$ cat src/rtl/panel_capture_if.sv
// Panel-side signals and framebuffer write port of the panel capture block.
// The master side drives the panel pins and consumes the pixel writes.
interface panel_capture_if;
  logic        panel_clk;
  logic        panel_lat;
  logic        panel_oe_n;
  logic [5:0]  panel_rgb;
  logic [2:0]  panel_abc;

  logic        wr_en;
  logic [2:0]  wr_line;
  logic [5:0]  wr_col;
  logic [5:0]  wr_data;
  logic        frame_done;
  logic        len_err;
  logic        overrun;
  logic [15:0] oe_active;

  modport master (
    output panel_clk, panel_lat, panel_oe_n, panel_rgb, panel_abc,
    input  wr_en, wr_line, wr_col, wr_data, frame_done, len_err, overrun, oe_active
  );

  modport slave (
    input  panel_clk, panel_lat, panel_oe_n, panel_rgb, panel_abc,
    output wr_en, wr_line, wr_col, wr_data, frame_done, len_err, overrun, oe_active
  );
endinterface

$ cat src/rtl/panel_capture.sv
// Oversampling receiver for the LED panel shift/latch interface: rebuilds each latched
// 64-column line and streams it out as one framebuffer write per clk_in cycle.
module panel_capture #(
  parameter int unsigned SYNC_STAGES = 2,
  parameter int unsigned COLS        = 64
) (
  input logic             clk_in,
  input logic             reset,
  panel_capture_if.slave  io_bus
);

  localparam int unsigned InW = 12;

  typedef enum logic [1:0] {StIdle, StDump} state_e;

  // {clk, lat, oe_n, rgb[5:0], abc[2:0]} travel through one shared synchronizer chain
  logic [InW-1:0]                  w_raw;
  logic [SYNC_STAGES-1:0][InW-1:0] r_sync;
  logic [InW-1:0]                  w_s;
  logic                            w_s_clk;
  logic                            w_s_lat;
  logic                            w_s_oe_n;
  logic [5:0]                      w_s_rgb;
  logic [2:0]                      w_s_abc;

  logic r_prev_clk;
  logic r_prev_lat;
  logic w_clk_rise;
  logic w_lat_rise;

  logic [COLS-1:0][5:0] r_shift;
  logic [COLS-1:0][5:0] w_shift_nxt;
  logic [COLS-1:0][5:0] r_latch;
  logic [2:0]           r_line;
  logic [6:0]           r_bit_cnt;
  logic [6:0]           w_cnt_nxt;
  logic                 r_len_err;
  logic                 r_overrun;
  logic [15:0]          r_oe_active;

  state_e     r_state;
  state_e     w_state_d;
  logic [5:0] r_col;
  logic [5:0] w_col_d;
  logic       w_wr_en;
  logic       w_frame_done;

  assign w_raw = {io_bus.panel_clk, io_bus.panel_lat, io_bus.panel_oe_n,
                  io_bus.panel_rgb, io_bus.panel_abc};

  always_ff @(posedge clk_in or posedge reset) begin
    if (reset) begin
      r_sync     <= '0;
      r_prev_clk <= 1'b0;
      r_prev_lat <= 1'b0;
    end else begin
      r_sync     <= {r_sync[SYNC_STAGES-2:0], w_raw};
      r_prev_clk <= w_s_clk;
      r_prev_lat <= w_s_lat;
    end
  end

  assign w_s        = r_sync[SYNC_STAGES-1];
  assign w_s_clk    = w_s[11];
  assign w_s_lat    = w_s[10];
  assign w_s_oe_n   = w_s[9];
  assign w_s_rgb    = w_s[8:3];
  assign w_s_abc    = w_s[2:0];
  assign w_clk_rise = w_s_clk & ~r_prev_clk;
  assign w_lat_rise = w_s_lat & ~r_prev_lat;

  // A shift coinciding with the latch is part of the latched line and of its length count
  assign w_shift_nxt = w_clk_rise ? {r_shift[COLS-2:0], w_s_rgb} : r_shift;
  assign w_cnt_nxt   = (w_clk_rise && (r_bit_cnt != 7'd127)) ? r_bit_cnt + 7'd1 : r_bit_cnt;

  always_ff @(posedge clk_in or posedge reset) begin
    if (reset) begin
      r_shift   <= '0;
      r_latch   <= '0;
      r_line    <= '0;
      r_bit_cnt <= '0;
      r_len_err <= 1'b0;
    end else begin
      r_shift   <= w_shift_nxt;
      r_bit_cnt <= w_lat_rise ? 7'd0 : w_cnt_nxt;
      r_len_err <= w_lat_rise && (w_cnt_nxt != 7'(COLS));
      if (w_lat_rise) begin
        r_latch <= w_shift_nxt;
        r_line  <= w_s_abc;
      end
    end
  end

  always_ff @(posedge clk_in or posedge reset) begin
    if (reset) begin
      r_state <= StIdle;
      r_col   <= '0;
    end else begin
      r_state <= w_state_d;
      r_col   <= w_col_d;
    end
  end

  always_comb begin
    w_state_d    = r_state;
    w_col_d      = r_col;
    w_wr_en      = 1'b0;
    w_frame_done = 1'b0;
    unique case (r_state)
      StIdle: begin
        if (w_lat_rise) begin
          w_state_d = StDump;
          w_col_d   = 6'd0;
        end
      end
      StDump: begin
        w_wr_en      = 1'b1;
        w_frame_done = (r_col == 6'(COLS - 1)) && (r_line == 3'd7);
        // A fresh latch mid-dump abandons the rest of the current line
        if (w_lat_rise) begin
          w_col_d = 6'd0;
        end else if (r_col == 6'(COLS - 1)) begin
          w_state_d = StIdle;
          w_col_d   = 6'd0;
        end else begin
          w_col_d = r_col + 6'd1;
        end
      end
      default: begin
        w_state_d = StIdle;
        w_col_d   = 6'd0;
      end
    endcase
  end

  always_ff @(posedge clk_in or posedge reset) begin
    if (reset) begin
      r_overrun   <= 1'b0;
      r_oe_active <= '0;
    end else begin
      if (w_lat_rise && (r_state == StDump)) begin
        r_overrun <= 1'b1;
      end
      if (w_frame_done) begin
        r_oe_active <= '0;
      end else if (!w_s_oe_n && (r_oe_active != 16'hFFFF)) begin
        r_oe_active <= r_oe_active + 16'd1;
      end
    end
  end

  assign io_bus.wr_en      = w_wr_en;
  assign io_bus.wr_line    = w_wr_en ? r_line : 3'd0;
  assign io_bus.wr_col     = w_wr_en ? r_col : 6'd0;
  assign io_bus.wr_data    = w_wr_en ? r_latch[r_col] : 6'd0;
  assign io_bus.frame_done = w_frame_done;
  assign io_bus.len_err    = r_len_err;
  assign io_bus.overrun    = r_overrun;
  assign io_bus.oe_active  = r_oe_active;

endmodule

$ cat src/flat_wrapper.sv
// flat-port wrapper written by rule: the top's interface ports become plain ports
module panel_capture_flat 
#(
  parameter int unsigned SYNC_STAGES = 2,
  parameter int unsigned COLS        = 64
)
  (clk_in, reset, io_bus_panel_clk, io_bus_panel_lat, io_bus_panel_oe_n, io_bus_panel_rgb, io_bus_panel_abc, io_bus_wr_en, io_bus_wr_line, io_bus_wr_col, io_bus_wr_data, io_bus_frame_done, io_bus_len_err, io_bus_overrun, io_bus_oe_active);
  panel_capture_if io_bus_i ();
  input logic clk_in;
  input logic reset;
  input wire logic [$bits(io_bus_i.panel_clk)-1:0] io_bus_panel_clk;
  input wire logic [$bits(io_bus_i.panel_lat)-1:0] io_bus_panel_lat;
  input wire logic [$bits(io_bus_i.panel_oe_n)-1:0] io_bus_panel_oe_n;
  input wire logic [$bits(io_bus_i.panel_rgb)-1:0] io_bus_panel_rgb;
  input wire logic [$bits(io_bus_i.panel_abc)-1:0] io_bus_panel_abc;
  output wire logic [$bits(io_bus_i.wr_en)-1:0] io_bus_wr_en;
  output wire logic [$bits(io_bus_i.wr_line)-1:0] io_bus_wr_line;
  output wire logic [$bits(io_bus_i.wr_col)-1:0] io_bus_wr_col;
  output wire logic [$bits(io_bus_i.wr_data)-1:0] io_bus_wr_data;
  output wire logic [$bits(io_bus_i.frame_done)-1:0] io_bus_frame_done;
  output wire logic [$bits(io_bus_i.len_err)-1:0] io_bus_len_err;
  output wire logic [$bits(io_bus_i.overrun)-1:0] io_bus_overrun;
  output wire logic [$bits(io_bus_i.oe_active)-1:0] io_bus_oe_active;
  assign io_bus_i.panel_clk = io_bus_panel_clk;
  assign io_bus_i.panel_lat = io_bus_panel_lat;
  assign io_bus_i.panel_oe_n = io_bus_panel_oe_n;
  assign io_bus_i.panel_rgb = io_bus_panel_rgb;
  assign io_bus_i.panel_abc = io_bus_panel_abc;
  assign io_bus_wr_en = io_bus_i.wr_en;
  assign io_bus_wr_line = io_bus_i.wr_line;
  assign io_bus_wr_col = io_bus_i.wr_col;
  assign io_bus_wr_data = io_bus_i.wr_data;
  assign io_bus_frame_done = io_bus_i.frame_done;
  assign io_bus_len_err = io_bus_i.len_err;
  assign io_bus_overrun = io_bus_i.overrun;
  assign io_bus_oe_active = io_bus_i.oe_active;
  panel_capture #(.SYNC_STAGES(SYNC_STAGES), .COLS(COLS)) u_core (.clk_in(clk_in), .reset(reset), .io_bus(io_bus_i));
endmodule
$ cat config.mk
export PLATFORM = sky130hd
export DESIGN_NAME = panel_capture_flat
export DESIGN_NICKNAME = d
export VERILOG_FILES = /design/src/rtl/panel_capture_if.sv /design/src/rtl/panel_capture.sv /design/src/flat_wrapper.sv
export SDC_FILE = /design/constraint.sdc
export NUM_CORES = 2
export LEC_CHECK = 0
export CORE_ASPECT_RATIO = 0.5
export CORE_MARGIN = 10
export CORE_UTILIZATION = 62
export CTS_CLUSTER_DIAMETER = 50
export DETAILED_ROUTE_END_ITERATION = 7
export PLACE_DENSITY = 0.9
export SLEW_MARGIN = 25
export SYNTH_ARGS = -nofsm -noshare
export SYNTH_HDL_FRONTEND = slang
export SYNTH_SLANG_ARGS = --single-unit
$ cat constraint.sdc
create_clock -name clk_in -period 29.4 [get_ports clk_in]
set_input_delay 2.94 -clock clk_in [delete_from_list [all_inputs] [get_ports clk_in]]
set_output_delay 2.94 -clock clk_in [all_outputs]
set_load 0.03 [all_outputs]
==> results by group <==
Status
  – Outcome: finished clean

Routing
  – ANT nets after route: 0
  – Average wire per cell in the routed design: 18.4 µm
  – DR DRC count: 0
  – Detailed Route Iter0 Violations: 3527
  – TritonRoute pass-1 iters: 8
  – Drt total wl: 81.7 mm
  – Via count: 26200
  – Vias per cell: 5.90

Critical path
  – Crit. End Element: primary output
  – Critical Path, Cell by Cell: buf_4, buf_4, mux4_2, mux2i_1, o22ai_1, a21oi_1, o21ai_1, clkdlybuf4s50_1
  – CP Data Arrival Time: 5.23 ns
  – Slowest stage delay, CP: 0.79 ns
  – Worst EP required: 26.46 ns
  – CP max-delay cell: buf_4
  – Register-to-Register Path Depth: 8
  – CP max FO: 44
  – Setup crit start kind: flop
  – Critical path type: flop to primary output
  – CP most frequent cell: buf_4

Layout
  – Area Growth Syn to Fin: 9.55%
  – Antenna cell count: 0
  – Layout net count: 3659
  – Share of layout cells above drive strength 1: 0.0706
  – Fill cells: 3380

Yosys
  – EDFF count, synth: 0
  – Post-synth ARST share: 1.00
  – Main flop type after synthesis: dfrtp_1
  – Netlist Area Pre-Place: 0.0341 mm²
  – YS warnings: 0
  – Syn Inst Count: 3704
  – Syn Area/Cell: 9.21 µm²
  – Sequential share of the synthesized area: 0.608
  – Yosys cell types: 51
  – Yosys reg bits: 829
  – Syn Nets: 3721

Power and ir drop
  – P_leak: 20.5 nW
  – PwrDens: 68.7 mW/mm²
  – Worst vdd ir: 0.0459 mV

Timing
  – Final Hold Vio Count: 0
  – Fin crit period: 8.17 ns
  – RSZ-0062 raised after global routing: no
  – Final setup margin: 21.23 ns
  – Slew HR: 0.197
  – Slew Limit Fails: 0
  – Setup-failing EPs final: 0
  – Max Fclk: 122 MHz
  – Final worst clock skew: 0.0272 ns
  – Worst-Margin Slew: 1.20 ns
  – Final period util: 0.278
  – Final TNS setup: 0 ns

Clock network
  – CTS max path bufs: 3
  – CTS clk-pin slew, worst paths: 0.07 ns
  – CTS Buf Count: 71
  – H-tree depth: 3
  – Post-CTS sizing: 0
  – Postcts setup bufs: 0
  – Root buffer cell: clkbuf_16
  – CTS tree: built
  – Clock sink count: 829
  – Hold_buf cts: 0
  – Worst skew pair latency: 0.62 ns

Die
  – Die area: 0.0654 mm²
  – Site Rows: 60
  – Core footprint: 0.0541 mm²
  – Starting density of the core: 0.630
  – DIE WIDTH: 352 µm
  – I/O pin cnt: 49
  – Die Y: 186 µm

Placement
  – Place WS: 21.97 ns
  – GPL Wtd Cong: 0.815
  – Port bufs: 48
  – DPL Wire Length: 44.1 mm

GRT
  – Largest net degree at the start of global routing: 214
  – First-pass GRT wire length: 135 mm
  – All-layer global routing usage: 0.253
  – Vias in the first global route: 26800
  – Initial antenna violation count: 0
  – Total global routing overflow: 0

Run
  – Maxcap violations: 0

Min path
  – Min-delay worst type: flop to flop
  – WHS Path Cells: 0
==> power breakdown <==
group          internal (mW)  switching [mW]  leakage [nW]
clock                  0.535           0.423          1.16
combinational          0.120           0.226          7.94
sequential              1.20          0.0627          11.4
==> area by class of cell <==
| class | count | area [µm²] | share of cell area |
|---|---|---|---|
| Clock buffer | 99 | 2050 | 0.0550 |
| Tap cell | 744 | 931 | 0.0249 |
| Sequential cell | 829 | 20800 | 0.555 |
| Clock inverter | 29 | 293 | 0.00783 |
| Timing Repair Buffer | 77 | 815 | 0.0218 |
| Inverter | 6 | 30.0 | 0.000803 |
| Multi-Input combinational cell | 2657 | 12500 | 0.335 |
==> placed cells by master, fill, tap and decap left out, types with 4 or more instances in the layout <==
cell type	synthesis	layout
o21ai_1	6	6
buf_12	0	4
mux2i_1	20	20
a211o_1	7	7
a22oi_1	12	12
nand3_1	13	13
clkinv_2	0	17
mux2_2	7	7
clkbuf_16	0	73
clkbuf_8	0	13
inv_1	6	5
bufinv_16	0	5
clkbuf_1	174	13
inv_6	0	4
o21ai_0	9	9
nand2_1	2333	2333
and2_1	10	10
nor2b_1	12	10
nor2_1	27	27
a21oi_1	25	25
mux4_2	96	96
clkdlybuf4s50_1	0	48
dfrtp_1	829	826
nor3_1	6	6
o22ai_1	12	12
buf_4	8	16
buf_6	5	7
xnor2_1	13	13
xor2_1	4	4
==> cell usage after synthesis, drive strengths merged (2+ instances only) <==
cell type | number | area, µm²
buf | 38 | 226
a22oi | 12 | 90.1
xnor2 | 13 | 114
nor3 | 6 | 30.0
mux4 | 96 | 2160
nor4 | 4 | 40.0
nor2b | 12 | 75.1
nor2 | 27 | 101
a21oi | 25 | 125
ha | 3 | 37.5
mux2i | 20 | 200
a31oi | 3 | 18.8
nand2 | 2333 | 8760
nand3b | 3 | 22.5
and2 | 10 | 62.6
dfrtp | 829 | 20700
o21ai | 15 | 75.1
nand3 | 13 | 65.1
o21a | 2 | 15.0
a211oi | 3 | 22.5
xor2 | 4 | 35.0
a211o | 7 | 61.3
nand4 | 3 | 25.0
clkbuf | 174 | 653
or3 | 2 | 12.5
a2111oi | 2 | 18.8
mux2 | 7 | 78.8
nand2b | 5 | 31.3
nor3b | 2 | 15.0
inv | 6 | 22.5
o22ai | 12 | 75.1
==> worst max-delay path, delay by kind of cell (launching register included) <==
| kind | cells | cell delay [ns] |
|---|---|---|
| compound gates | 3 | 0.87 |
| buf+inv | 3 | 2.19 |
| flops | 1 | 0.69 |
| mux | 2 | 0.77 |
==> stage by stage <==
stage	power [mW]	hold WS [ns]	std cells	utilization	area [µm²]
4_1_cts	2.57	0.338	4439	0.689	37300
6_report	2.57	0.330	4441	0.691	37400
2_1_floorplan	1.50	0.331	3704	-	34100
3_5_place_dp	1.62	0.335	4311	0.646	35000
5_1_grt	2.65	0.343	4441	0.691	37400
3_3_place_gp	1.60	0.335	4311	0.646	35000
==> per-layer routing <==
metal / share of wire / routed length [µm] / vias up / global-route usage
met5: 0 / 0 / - / 0
met4: 0.039 / 3180 / 0 / 0.107
met3: 0.074 / 6060 / 292 / 0.0455
met2: 0.50 / 40700 / 1335 / 0.431
met1: 0.39 / 31700 / 13100 / 0.319
li1: - / - / 11500 / -
==> worst paths after layout <==
kind | start | endpoint | slack [ns]
min in group asynchronous | reset | u_core.r_latch[321] | 2.83
hold / removal | u_core.r_sync[1] | u_core.w_s[1] | 0.33
setup reg to reg | u_core.w_s[11] | u_core.r_latch[290] | 25.59
max in group asynchronous | reset | u_core.r_shift[69] | 23.53
hold reg to reg | u_core.r_sync[1] | u_core.w_s[1] | 0.33
setup / recovery | u_core.r_col[0] | io_bus_wr_data[0] | 21.23
==> registers in the layout, summed over array words and instances, names as in the netlist <==
signal / count
u_core.r_sync: 12
u_core.w_s: 12
u_core.io_bus.oe_active: 16
u_core.r_latch: 384
u_core.r_prev_lat: 1
u_core.r_col: 6
u_core.r_shift: 384
u_core.r_prev_clk: 1
u_core.r_state: 1
u_core.io_bus.len_err: 1
u_core.r_bit_cnt: 7
u_core.r_line: 3
u_core.io_bus.overrun: 1
==> cells by family (layout without fill, tap and decap cells) <==
group	count (synthesis)	after routing	synth area share
AO/OA/AOI/OAI	89	89	0.0168
XOR/XNOR	17	17	0.00436
adder cells (fa/ha/maj)	3	3	0.00110
buffers and inverters	218	211	0.0264
flip-flops	829	829	0.608
multiplexers	123	123	0.0715
AND/OR/NAND/NOR	2425	2425	0.272
No activity file was read; power rests on OpenSTA's default activity.
